`config.mk`:
```
export PLATFORM = sky130hd
export DESIGN_NAME = alu_wb_stage
export DESIGN_NICKNAME = d
export VERILOG_FILES = /design/src/rtl/alu_wb_stage_pkg.sv /design/src/rtl/alu_wb_stage_flags.sv /design/src/rtl/alu_wb_stage.sv
export SDC_FILE = /design/constraint.sdc
export NUM_CORES = 1
export LEC_CHECK = 0
export ABC_CLOCK_PERIOD_IN_PS = 1900
export BUFFER_PORTS_ARGS = -buffer_cell sky130_fd_sc_hd__buf_4
export CORE_UTILIZATION = 41
export DETAILED_ROUTE_END_ITERATION = 6
export PLACE_DENSITY = 0.75
export SETUP_SLACK_MARGIN = 0.4
export SLEW_MARGIN = 25
export SYNTH_ARGS = -nofsm -noshare
export SYNTH_HDL_FRONTEND = slang
export SYNTH_SLANG_ARGS = --single-unit
export TNS_END_PERCENT = 30
```
`constraint.sdc`:
```
create_clock -name clk -period 1.9 [get_ports clk]
set_clock_uncertainty 0.05 [all_clocks]
set_input_delay 0.095 -clock clk [delete_from_list [all_inputs] [get_ports clk]]
set_output_delay 0.095 -clock clk [all_outputs]
set_load 0.02 [all_outputs]
```
`src/rtl/alu_wb_stage_pkg.sv`:
```
// alu_wb_stage_pkg
//   Shared definitions for the execute-to-writeback stage: opcode encodings
//   used by the stage (BTST is the only one it decodes) and the FSM state
//   encodings WB_IDLE / WB_MCP.
package alu_wb_stage_pkg;

    localparam int OPCODE_W = 6;

    // Opcode encodings shared with the decoder and the ALU.
    localparam logic [OPCODE_W-1:0] ADD  = 6'h00;
    localparam logic [OPCODE_W-1:0] SUB  = 6'h01;
    localparam logic [OPCODE_W-1:0] AND  = 6'h02;
    localparam logic [OPCODE_W-1:0] OR   = 6'h03;
    localparam logic [OPCODE_W-1:0] XOR  = 6'h04;
    localparam logic [OPCODE_W-1:0] BTST = 6'h0C;

    // Width of the multi-cycle wait counter (MCP_CYCLES is 1..7).
    localparam int MCP_CNT_W = 3;

    typedef enum logic [0:0] {
        WB_IDLE = 1'b0,
        WB_MCP  = 1'b1
    } wb_state_t;

endpackage : alu_wb_stage_pkg

```
`src/rtl/alu_wb_stage_flags.sv`:
```
// alu_flags
//   Architectural C/V/Z flag register. When load is high the flags take the
//   ALU carry/overflow and a zero-test of the ALU result.
// Ports:
//   clk, reset_b     : clock, asynchronous active-low reset
//   load             : update flags on this edge
//   alu_cout/alu_vout: next C / V
//   alu_dout         : result used for the Z compare
//   flag_c/v/z       : current flags
module alu_flags #(
    parameter int DATA_W = 32
) (
    input  logic              clk,
    input  logic              reset_b,
    input  logic              load,
    input  logic              alu_cout,
    input  logic              alu_vout,
    input  logic [DATA_W-1:0] alu_dout,
    output logic              flag_c,
    output logic              flag_v,
    output logic              flag_z
);

    logic dout_is_zero;

    assign dout_is_zero = (alu_dout == '0);

    always_ff @(posedge clk or negedge reset_b) begin
        if (!reset_b) begin
            flag_c <= 1'b0;
            flag_v <= 1'b0;
            flag_z <= 1'b0;
        end else if (load) begin
            flag_c <= alu_cout;
            flag_v <= alu_vout;
            flag_z <= dout_is_zero;
        end
    end

endmodule : alu_flags

```
`src/rtl/alu_wb_stage.sv`:
```
// alu_wb_stage
//   Execute-to-writeback stage downstream of the ALU. Registers the ALU
//   result and destination, owns the C/V/Z flags, stretches multi-cycle ALU
//   operations, and back-pressures execute when writeback stalls.
// Handshake: a transfer happens on a rising edge where valid and ready are
//   both high. ex_valid/ex_ready move an instruction from execute into this
//   stage; wb_valid/wb_ready move a result from this stage into the register
//   file. Producers keep valid and payload stable until the transfer.
// Ports:
//   clk, reset_b                  : clock, asynchronous active-low reset
//   ex_valid/ex_ready             : execute handshake
//   ex_opcode/ex_rdest/ex_wen/ex_setflags : instruction attributes
//   alu_dout/alu_cout/alu_vout/alu_mcp    : ALU outputs
//   flush                         : kill instruction in execute / pending MCP
//   wb_valid/wb_ready             : writeback handshake
//   wb_data/wb_rdest/wb_wen       : writeback payload
//   flag_c/flag_v/flag_z          : architectural flags
//   dbg_state                     : current FSM state
module alu_wb_stage
    import alu_wb_stage_pkg::*;
#(
    parameter int DATA_W     = 32,
    parameter int RADDR_W    = 4,
    parameter int MCP_CYCLES = 1
) (
    input  logic               clk,
    input  logic               reset_b,
    input  logic               ex_valid,
    output logic               ex_ready,
    input  logic [5:0]         ex_opcode,
    input  logic [RADDR_W-1:0] ex_rdest,
    input  logic               ex_wen,
    input  logic               ex_setflags,
    input  logic [DATA_W-1:0]  alu_dout,
    input  logic               alu_cout,
    input  logic               alu_vout,
    input  logic               alu_mcp,
    input  logic               flush,
    output logic               wb_valid,
    input  logic               wb_ready,
    output logic [DATA_W-1:0]  wb_data,
    output logic [RADDR_W-1:0] wb_rdest,
    output logic               wb_wen,
    output logic               flag_c,
    output logic               flag_v,
    output logic               flag_z,
    output wb_state_t          dbg_state
);

    localparam logic [MCP_CNT_W-1:0] MCP_LOAD = MCP_CNT_W'(MCP_CYCLES);

    wb_state_t              state_q, state_d;
    logic [MCP_CNT_W-1:0]   cnt_q, cnt_d;
    logic                   out_free;
    logic                   accept;
    logic                   capture;

    // Output register can take a new result if empty or draining this edge.
    // This is a combinational path from wb_ready to ex_ready (no skid buffer).
    assign out_free  = !wb_valid || wb_ready;
    assign ex_ready  = (state_q == WB_IDLE) && out_free && !flush;
    assign accept    = ex_valid && ex_ready;
    assign dbg_state = state_q;

    always_ff @(posedge clk or negedge reset_b) begin
        if (!reset_b) begin
            state_q <= WB_IDLE;
            cnt_q   <= '0;
        end else begin
            state_q <= state_d;
            cnt_q   <= cnt_d;
        end
    end

    always_comb begin
        state_d = state_q;
        cnt_d   = cnt_q;
        capture = 1'b0;
        case (state_q)
            WB_IDLE: begin
                if (accept) begin
                    if (alu_mcp) begin
                        state_d = WB_MCP;
                        cnt_d   = MCP_LOAD;
                    end else begin
                        capture = 1'b1;
                    end
                end
            end
            WB_MCP: begin
                if (flush) begin
                    state_d = WB_IDLE;
                    cnt_d   = '0;
                end else if (cnt_q == MCP_CNT_W'(1)) begin
                    // Execute has held operands stable, so alu_dout now
                    // carries the final multi-cycle result.
                    if (out_free) begin
                        capture = 1'b1;
                        state_d = WB_IDLE;
                        cnt_d   = '0;
                    end
                end else begin
                    cnt_d = cnt_q - MCP_CNT_W'(1);
                end
            end
            default: begin
                state_d = WB_IDLE;
                cnt_d   = '0;
            end
        endcase
    end

    // Output register. A capture overrides a drain on the same edge, so
    // wb_valid stays high across back-to-back results. wb_wen is cleared
    // together with wb_valid so it is always qualified by it.
    always_ff @(posedge clk or negedge reset_b) begin
        if (!reset_b) begin
            wb_valid <= 1'b0;
            wb_wen   <= 1'b0;
            wb_data  <= '0;
            wb_rdest <= '0;
        end else if (capture) begin
            wb_valid <= 1'b1;
            wb_wen   <= ex_wen && (ex_opcode != BTST);
            wb_data  <= alu_dout;
            wb_rdest <= ex_rdest;
        end else if (wb_ready) begin
            wb_valid <= 1'b0;
            wb_wen   <= 1'b0;
        end
    end

    alu_flags #(
        .DATA_W (DATA_W)
    ) u_alu_flags (
        .clk      (clk),
        .reset_b  (reset_b),
        .load     (capture && ex_setflags),
        .alu_cout (alu_cout),
        .alu_vout (alu_vout),
        .alu_dout (alu_dout),
        .flag_c   (flag_c),
        .flag_v   (flag_v),
        .flag_z   (flag_z)
    );

endmodule : alu_wb_stage

```
==> out/metrics.yaml, run 1 <==
sta:
  drv_slew: 0
  final.setup.tns_ns: 0
  worstMarginPinSlew_ns: 0.564
  max-slew-margin-rel_pct: 62.4
  whs_ns: 0.0203
  max_freq_ghz: 0.531
  finalCritPeriodShare_pct: 99.1
  fin_crit_ns: 1.88
  rsz0062_at_grt: "true"
  hold_viol: 0
  setup_viol: 0
placement:
  io_buffer_count: 94
  dp_cells: 285
  dp_hpwl_mm: 3.25
  gp_congestion: 0.771
worst_setup_path:
  crit_chain: "or3b_4 > a211oi_4 > buf_6 > buf_12 > nand2_8 > mux2_4"
  slowest_stage: "dfrtp_2"
  worstSetupPathType: "register to register"
  startpoint: "dbg_state$_DFF_PN0_"
  startpoint_type: "register"
  worst_setup_path_end_kind: "register"
  critPathMaxFanout: 10
  cp_top_family: "simple AND/OR/NAND/NOR gates"
  critical_path_arrival_ns: 2.03
  cp.required_ns: 2.04
  r2r_start: "dbg_state$_DFF_PN0_"
  path_buf_inv: 2
  cpPeakStageDelay_ns: 0.41
detailed_routing:
  totalWireLength_mm: 5.85
  drc_errors: 0
  drt_iter0_drc: 65
  routedWlPerCell_um: 17.4
  via_per_inst: 5.10
  routed-via-count: 1712
  ant_nets: 0
  dr.pass1.iters: 6
floorplanning:
  ios: 95
  core_um2: 4440
  die_y_um: 70.8
  die_x_um: 70.8
  rows: 24
  die_area_um2: 5020
  start_util_pct: 43.7
synth:
  synth_commonest_cells: "45 x dfrtp_1, 36 x mux2_2, 8 x nor4_1"
  synth_top_area_share_pct: 58.0
  synth.most_common_cell: "dfrtp_1"
  ys_seq_area_share_pct: 58.0
  synth_nets: 193
  synth_ff_type: "dfrtp_1"
  ys_async_sr_fraction_pct: 100
  synth_edf_count: 0
  synth.cell_area_um2: 1940
  yosys_warnings: 0
  synth.area.top_cells: "dfrtp_1 58%, mux2_2 21%, nor4_1 2.6%"
  yosysTopAreaCell: "dfrtp_1"
  syn_area_per_cell_um2: 14.0
  netlist_instances: 139
  synth-seq-cells: 45
  synthDistinctLibCells: 33
layout:
  final_cells: 336
  diodes: 0
  post-route-util_pct: 78.2
  drive_above_1_share_pct: 56.3
  num-nets-final: 337
  area_growth_pct: 79.0
grt:
  grt.overflow.total: 0
  grt_antenna_before_repair: 0
  grt_max_degree: 46
  grt_pass1_wl_mm: 8.59
  gr-usage-all-layers_pct: 22.4
  grt_pass1_vias: 1723
pwr:
  leakagePower_uw: 0.00163
  p_per_area_nw_per_um2: 1290
  ir_drop_mv: 0.879
  total_power_uw: 4500
clock_tree:
  cts_tree: "built"
  cts_buffer_depth: 2
  clkLatencyLatePin_ns: 0.30
  clockRootBuffer: "clkbuf_8"
  htree_levels: 2
  cts_sinks: 45
  clk_pin_slew_ns: 0.09
  numCtsBuffers: 5
run_status:
  status: "completed"
run:
  drv_cap: 0
min_path:
  holdCritStartpoint: "ex_wen"
  hold_class: "input port to register"
[placed cells by master, fill, tap and decap left out, drive strengths merged]
cell	count
o32ai	1
a211oi	1
a31oi	1
a21oi	1
nand4	2
nand2b	3
dlygate4sd3	40
clkbuf	8
inv	5
nand3b	1
o21ai	4
ha	2
nand2	2
nor4	8
dfrtp	45
o31ai	1
nor2	4
a311oi	1
or3b	1
and3	1
nand3	1
buf	101
nor2b	2
bufinv	1
mux2i	1
o21bai	1
o311ai	1
a2111oi	1
mux2	39
clkinvlp	1
nor3	2
or2	1
[worst register-to-register path: stages (launching register included)]
cell and delay [ns]:
dfrtp_2 0.41, or3b_4 0.38, a211oi_4 0.25, buf_6 0.18, buf_12 0.16, nand2_8 0.07
mux2_4 0.29
[per-layer routing]
layer	track usage [%]	wire, µm
met1	28.8	2340
met2	35.9	2950
met5	0	0
met3	7.12	422
met4	7.78	145
[repair_timing]
item	4_1_cts	5_1_grt
hold buffers	40	0
hold endpoints to repair	84	0
pin swaps	0	3
setup buffers	0	1
endpoints found under the setup margin	42	43
cloned	0	2
gates resized for setup	0	29
[state kept, by name (all words and copies together), names as in the netlist]
name / cells
wb_valid: 1
u_alu_flags.flag_v: 1
u_alu_flags.flag_z: 1
wb_data: 32
u_alu_flags.flag_c: 1
wb_rdest: 4
cnt_q: 3
wb_wen: 1
dbg_state: 1
[power breakdown]
part,total [µW],internal [µW],switching [µW]
clock network,760,428,333
registers,1590,1340,249
logic,2140,1170,971
total,4500,2940,1550
[per-stage QoR]
| stage | instance area [µm²] | worst slack [ns] |
|---|---|---|
| 3_5_place_dp | 2790 | 0.0213 |
| 4_1_cts | 3310 | 0.0119 |
| 2_1_floorplan | 2000 | -0.0851 |
| 6_report | 3480 | 0.0165 |
| 5_1_grt | 3480 | -0.0312 |
| 3_3_place_gp | 2790 | 0.0572 |
[cell type report]
type,instances,area (µm²)
Clock buffer,6,82.6
Multi-Input combinational cell,83,903
Sequential cell,45,1130
Fill cell,259,968
Clock inverter,2,37.5
Tap cell,52,65.1
Timing Repair Buffer,143,1240
Inverter,5,18.8
[kinds of logic (layout without fill, tap and decap cells)]
logic type	Yosys count	count (layout)	share of synthesized area (%)
multiplexers	40	40	23.7
AND/OR/NAND/NOR	28	28	8.76
AO/OA/AOI/OAI	13	13	5.22
flip-flops	45	45	58.0
buffers and inverters	11	156	3.03
adder cells (fa/ha/maj)	2	2	1.29
[worst paths after layout]
check,end,slack [ns],depth (start not counted)
max in group asynchronous,dbg_state$_DFF_PN0_,1.12,2
hold reg to reg,wb_data[7]$_DFFE_PN0P_,0.47,1
setup reg to reg,u_alu_flags.flag_c$_DFFE_PN0P_,0.02,6
setup / recovery,u_alu_flags.flag_c$_DFFE_PN0P_,0.02,6
min in group asynchronous,wb_data[10]$_DFFE_PN0P_,0.28,2
hold / removal,wb_wen$_DFFE_PN0P_,0.02,3
No activity file was read; power rests on OpenSTA's default activity.
==> inputs of run 2 (changes only) <==
- REMOVE_ABC_BUFFERS: unset -> 1
==> run 2 against run 1 <==
Against the previous run: the flow now finishes with violations (design-rule violations); die area did not move; sequential share of layout area grew 0.39 points; power fell by 5.4%; routed wire length is 0.87% higher; count of clock-buffer cells in the layout decreased by 1; maximum frequency shrank 0.37%; utilization is 0.93 points lower; hold slack lost 0.0052 ns; clock power fell by 28%; design area decreased by 1.2%.
==> out/metrics.yaml, run 2 (synthesized netlist as in run 1, its figures left out) <==
clock_tree:
  cts_buffer_depth: 2  # unchanged
  clkLatencyLatePin_ns: 0.29  # was 0.30 ns
  clk_pin_slew_ns: 0.08  # was 0.09 ns
  htree_levels: 2  # unchanged
  cts_tree: "built"  # unchanged
  clockRootBuffer: "clkbuf_8"  # unchanged
  numCtsBuffers: 5  # unchanged
  cts_sinks: 45  # unchanged
worst_setup_path:
  critical_path_arrival_ns: 2.02  # was 2.03 ns
  critPathMaxFanout: 5  # was 10
  worst_setup_path_end_kind: "register"  # unchanged
  worstSetupPathType: "register to register"  # unchanged
  startpoint_type: "register"  # unchanged
  cp.required_ns: 2.03  # was 2.04 ns
grt:
  grt_max_degree: 46  # unchanged
  grt_pass1_wl_mm: 8.94  # was 8.59 mm
  gr-usage-all-layers_pct: 23.6  # was 22.4%
  met1_usage_pct: 26.7  # was 28.8%
  grt_busiest_layer: "met2"  # unchanged
  grt_pass1_vias: 1839  # was 1723
  met2_usage_pct: 42.5  # was 35.9%
  grt_antenna_before_repair: 0  # unchanged
  grt.overflow.total: 0  # unchanged
  grt_util_met3_pct: 7.26  # was 7.12%
layout:
  top_regs: "wb_data (32), wb_rdest (4), cnt_q (3)"  # unchanged
  num-nets-final: 337  # unchanged
  diodes: 0  # unchanged
  area_growth_pct: 76.9  # was 79.0%
  design_area_um2: 3430  # was 3480 µm²
  top_register: "wb_data"  # unchanged
  largest_reg_flops: 32  # unchanged
  most-common-layout-cells: "96 x buf_4, 44 x dfrtp_1, 39 x dlygate4sd3_1, 21 x mux2_4, 18 x mux2_2"  # was 97 x buf_4, 44 x dfrtp_1, 40 x dlygate4sd3_1, 30 x mux2_4, 9 x mux2_2
  drive_above_1_share_pct: 56.7  # was 56.3%
  final_common_cell: "buf_4"  # unchanged
  post-route-util_pct: 77.3  # was 78.2%
pwr:
  clockPowerShare_pct: 12.9  # was 16.9%
  swShare_pct: 36.0  # was 34.5%
  p_per_area_nw_per_um2: 1240  # was 1290 nW/µm²
  internal_power_uw: 2720  # was 2940 µW
  ir_drop_mv: 0.787  # was 0.879 mV
  pwr-share-comb_pct: 49.7  # was 47.7%
  power.switching_uw: 1530  # was 1550 µW
  leakagePower_uw: 0.00161  # was 0.00163 µW
  p_seq_share_pct: 37.4  # was 35.4%
placement:
  place_area_um2: 2710  # was 2790 µm²
  dp_hpwl_mm: 3.17  # was 3.25 mm
  io_buffer_count: 94  # unchanged
  gp_congestion: 0.830  # was 0.771
floorplanning:
  ios: 95  # unchanged
  die_x_um: 70.8  # unchanged
  die_y_um: 70.8  # unchanged
  start_util_pct: 43.7  # unchanged
  core_um2: 4440  # unchanged
  die_area_um2: 5020  # unchanged
  rows: 24  # unchanged
sta:
  hold_viol: 0  # unchanged
  max-slew-margin-rel_pct: 61.9  # was 62.4%
  max_freq_ghz: 0.529  # was 0.531 GHz
  finalCritPeriodShare_pct: 99.5  # was 99.1%
  worstMarginPinSlew_ns: 0.571  # was 0.564 ns
  rsz0062_at_grt: "true"  # unchanged
  fin_crit_ns: 1.89  # was 1.88 ns
  drv_slew: 0  # unchanged
  setup_viol: 0  # unchanged
detailed_routing:
  routed-via-count: 1687  # was 1712
  drt_iter0_drc: 94  # was 65
  ant_nets: 0  # unchanged
  dr.pass1.iters: 6  # unchanged
  routedWlPerCell_um: 17.7  # was 17.4 µm
  totalWireLength_mm: 5.90  # was 5.85 mm
  drc_errors: 10  # was 0
  via_per_inst: 5.05  # was 5.10
min_path:
  hold_class: "input port to register"  # unchanged
run_status:
  status: "complete, but fails checks"  # was completed
  violations: "design-rule violations"
run:
  drv_cap: 0  # unchanged
[run 2: layout make-up]
| cell class | instances | area (µm²) |
|---|---|---|
| repair buffers | 143 | 1280 |
| clock buffers | 5 | 68.8 |
| multi-input cells | 83 | 866 |
| clock inverters | 1 | 5.00 |
| fillers | 294 | 1010 |
| well taps | 52 | 65.1 |
| inverters | 5 | 18.8 |
| flip-flops and latches | 45 | 1130 |
[run 2: per-stage QoR]
stage	power (µW)	worst slack, ns	setup TNS, ns	instances	hold slack, ns
final	4250	0.00945	0	334	0.0152
after global routing	4470	-0.0285	-0.245	334	0.0135
after CTS	4030	0.0262	0	331	0.00104
after detailed placement	3370	-0.00282	-0.00282	282	0.0789
after global placement	3340	0.0325	0	282	0.0831
after floorplan	2520	-0.820	-32.29	133	-0.251
[run 2: per-layer routing]
layer  vias to the layer above  routed length [µm]
met5                         -                   0
met4                         0                 122
met3                        12                 358
met2                        63                3020
met1                       824                2400
li1                        788                   -
[run 2: worst paths after layout]
check	startpoint	end	slack (ns)	cells after the start
worst max-delay path	dbg_state$_DFF_PN0_	u_alu_flags.flag_v$_DFFE_PN0P_	0.009	6
worst min-delay path	alu_dout[19]	wb_data[19]$_DFFE_PN0P_	0.02	2
worst min register to register	u_alu_flags.flag_c$_DFFE_PN0P_	u_alu_flags.flag_c$_DFFE_PN0P_	0.47	1
worst max register to register	dbg_state$_DFF_PN0_	u_alu_flags.flag_v$_DFFE_PN0P_	0.009	6
min in group asynchronous	reset_b	u_alu_flags.flag_c$_DFFE_PN0P_	0.32	2
max in group asynchronous	reset_b	cnt_q[0]$_DFFE_PN0P_	1.05	2
[run 2: what timing repair did]
action                                  CTS  global route
hold buffers                             39             0
pin swaps                                 1             5
cloned                                    2             3
gates resized for setup                   5            28
setup buffers                             2             0
hold endpoints to repair                 83             0
endpoints found under the setup margin   43            44
[run 2: power groups by stage]
stage / clock network [µW] / logic, µW / registers [µW]
2_1_floorplan: 0 / 506 / 2010
3_3_place_gp: 0 / 1770 / 1570
3_5_place_dp: 0 / 1800 / 1570
4_1_cts: 564 / 1910 / 1560
5_1_grt: 605 / 2230 / 1640
6_report: 549 / 2110 / 1590
[run 2: worst max-delay path, stage by stage, from the launching register on]
cell and delay (ns):
dfrtp_1 0.38, or3b_4 0.38, a211oi_4 0.28, buf_6 0.18, buf_12 0.14, nand2_8 0.06
mux2_4 0.30
==> inputs of run 3 (changes only) <==
- CORE_UTILIZATION: 41 -> 30
- PLACE_DENSITY: 0.75 -> unset
==> run 3 against run 2 <==
Against the previous run: the run now ends clean; utilization is 23 points lower; critical endpoint is now wb_data[10]$_DFFE_PN0P_; die area is 36% higher; largest power group unchanged; power is 5.0% lower; hold slack worse by 0.0027 ns; worst setup slack better by 0.023 ns; via count is 2.6% lower; count of clock-buffer cells in the layout is 1 higher; global-route usage is 8.0 points lower; flip-flop and latch count stayed put; combinational power is 10% lower; critical path type unchanged.
==> out/metrics.yaml, run 3 (synthesized netlist as in run 1, its figures left out) <==
floorplanning:
  die_x_um: 82.5  # was 70.8 µm
  start_util_pct: 31.9  # was 43.7%
  rows: 28  # was 24
  die_area_um2: 6800  # was 5020 µm²
  die_y_um: 82.5  # was 70.8 µm
  ios: 95  # unchanged
  core_um2: 6100  # was 4440 µm²
worst_setup_path:
  worstSetupPathType: "register to register"  # unchanged
  r2r.worst_path.cells: 5  # was 6
  crit_chain: "or3b_4 > a211oi_4 > buf_6 > clkbuf_16 > mux2_2"  # was or3b_4 > a211oi_4 > buf_6 > buf_12 > nand2_8 > mux2_4
  worst_setup_path_end_kind: "register"  # unchanged
  startpoint: "dbg_state$_DFF_PN0_"  # unchanged
  r2r_start: "dbg_state$_DFF_PN0_"  # unchanged
  critPathMaxFanout: 11  # was 5
  cp.required_ns: 2.03  # about the same
  critical_path_arrival_ns: 2.00  # was 2.02 ns
  startpoint_type: "register"  # unchanged
  slowest_stage: "or3b_4"  # was dfrtp_1
  cpPeakStageDelay_ns: 0.41  # was 0.38 ns
layout:
  area_growth_pct: 69.9  # was 76.9%
  seq_area_um2: 1130  # about the same
  diodes: 0  # unchanged
  top_regs: "wb_data (32), wb_rdest (4), cnt_q (3)"  # unchanged
  num-nets-final: 335  # was 337
  final_common_cell: "buf_4"  # unchanged
  top_register: "wb_data"  # unchanged
  post-route-util_pct: 54.1  # was 77.3%
  multiInputGateArea_um2: 759  # was 866 µm²
  most-common-layout-cells: "97 x buf_4, 45 x dfrtp_1, 39 x dlygate4sd3_1, 36 x mux2_2, 8 x nor4_1"  # was 96 x buf_4, 44 x dfrtp_1, 39 x dlygate4sd3_1, 21 x mux2_4, 18 x mux2_2
  drive_above_1_share_pct: 54.4  # was 56.7%
  design_area_um2: 3300  # was 3430 µm²
  final_cells: 356  # was 334
  largest_reg_flops: 32  # unchanged
  fillCellCount: 543  # was 294
detailed_routing:
  totalWireLength_mm: 5.31  # was 5.90 mm
  dr.pass1.iters: 4  # was 6
  routed-via-count: 1643  # was 1687
  routedWlPerCell_um: 14.9  # was 17.7 µm
  via_per_inst: 4.62  # was 5.05
  drc_errors: 0  # was 10
  drt_iter0_drc: 45  # was 94
  ant_nets: 0  # unchanged
sta:
  rsz0062_at_grt: "true"  # unchanged
  setup_viol: 0  # unchanged
  max_freq_ghz: 0.535  # was 0.529 GHz
  hold_viol: 0  # unchanged
  finalCritPeriodShare_pct: 98.3  # was 99.5%
  fin_crit_ns: 1.87  # was 1.89 ns
  final.setup.tns_ns: 0  # unchanged
  worstMarginPinSlew_ns: 0.575  # was 0.571 ns
  drv_slew: 0  # unchanged
  max-slew-margin-rel_pct: 61.7  # was 61.9%
clock_tree:
  htree_levels: 2  # unchanged
  numCtsBuffers: 5  # unchanged
  cts_tree: "built"  # unchanged
  cts_buffer_depth: 2  # unchanged
  clk_pin_slew_ns: 0.08  # about the same
  clockRootBuffer: "clkbuf_8"  # unchanged
  clkLatencyLatePin_ns: 0.29  # about the same
  cts_sinks: 45  # unchanged
placement:
  gp_congestion: 0.717  # was 0.830
  dp_cells: 307  # was 282
  place_area_um2: 2760  # was 2710 µm²
  io_buffer_count: 94  # unchanged
  dp_hpwl_mm: 3.26  # was 3.17 mm
min_path:
  holdCritStartpoint: "alu_dout[18]"  # was alu_dout[19]
  holdPathStages: 2  # unchanged
  hold_class: "input port to register"  # unchanged
grt:
  met1_usage_pct: 18.6  # was 26.7%
  grt_antenna_before_repair: 0  # unchanged
  grt.overflow.total: 0  # unchanged
  grt_pass1_vias: 1719  # was 1839
  grt_busiest_layer: "met2"  # unchanged
  grt_pass1_wl_mm: 7.77  # was 8.94 mm
  met2_usage_pct: 26.1  # was 42.5%
  gr-usage-all-layers_pct: 15.5  # was 23.6%
  grt_util_met3_pct: 4.62  # was 7.26%
  grt_max_degree: 46  # unchanged
pwr:
  ir_drop_mv: 0.695  # was 0.787 mV
  leakagePower_uw: 0.00151  # was 0.00161 µW
  p_per_area_nw_per_um2: 1220  # was 1240 nW/µm²
  total_power_uw: 4040  # was 4250 µW
run:
  drv_cap: 0  # unchanged
run_status:
  status: "completed"  # was complete, but fails checks
## run 3: cell types whose count changed in the layout (fill, tap and decap cells not counted), sizes merged
cell | previous run | this run
buf | 101 | 100
## run 3: cell type report
type | count | area share [%]
clock buffers | 6 | 2.20
clock inverters | 1 | 0.265
inverters | 5 | 0.569
multi-input cells | 83 | 23.0
flip-flops and latches | 45 | 34.1
well taps | 75 | 2.84
repair buffers | 141 | 37.0
## run 3: per-stage QoR
stage / hold slack [ns] / worst slack (ns)
final: 0.0124 / 0.0320
after global routing: 0.00742 / 0.00866
after CTS: 0.00326 / 0.0424
after detailed placement: 0.0915 / 0.0269
after global placement: 0.0920 / 0.0415
after floorplan: -0.251 / -0.820
## run 3: repair_timing
item / in CTS / in global routing
hold buffers: 39 / 0
pin swaps: 1 / 1
cloned: 0 / 2
gates resized for setup: 0 / 3
hold endpoints to repair: 83 / 0
setup buffers: 0 / 1
setup endpoints to repair: 42 / 45
## run 3: where the power goes
group          total (µW)  switching, µW  internal [µW]
logic                1900            911            989
clock network         575            319            255
registers            1570            223           1340
## run 3: critical path, delay by kind of cell (launching register included)
family	cells	cell delay (ns)
AO/OA/AOI/OAI	1	0.25
buffers and inverters	2	0.34
flip-flops	1	0.38
multiplexers	1	0.33
AND/OR/NAND/NOR	1	0.41
## run 3: final timing paths
check | endpoint | slack, ns
max | wb_data[10]$_DFFE_PN0P_ | 0.03
min | wb_data[18]$_DFFE_PN0P_ | 0.01
max reg2reg | wb_data[10]$_DFFE_PN0P_ | 0.03
min reg2reg | wb_data[0]$_DFFE_PN0P_ | 0.46
max in group asynchronous | cnt_q[0]$_DFFE_PN0P_ | 1.12
min in group asynchronous | wb_data[17]$_DFFE_PN0P_ | 0.28
## run 3: routing by layer
metal / vias up / share of wire [%]
met3: 7 / 7.2
li1: 789 / -
met2: 68 / 49
met5: - / 0
met4: 0 / 1.3
met1: 779 / 43
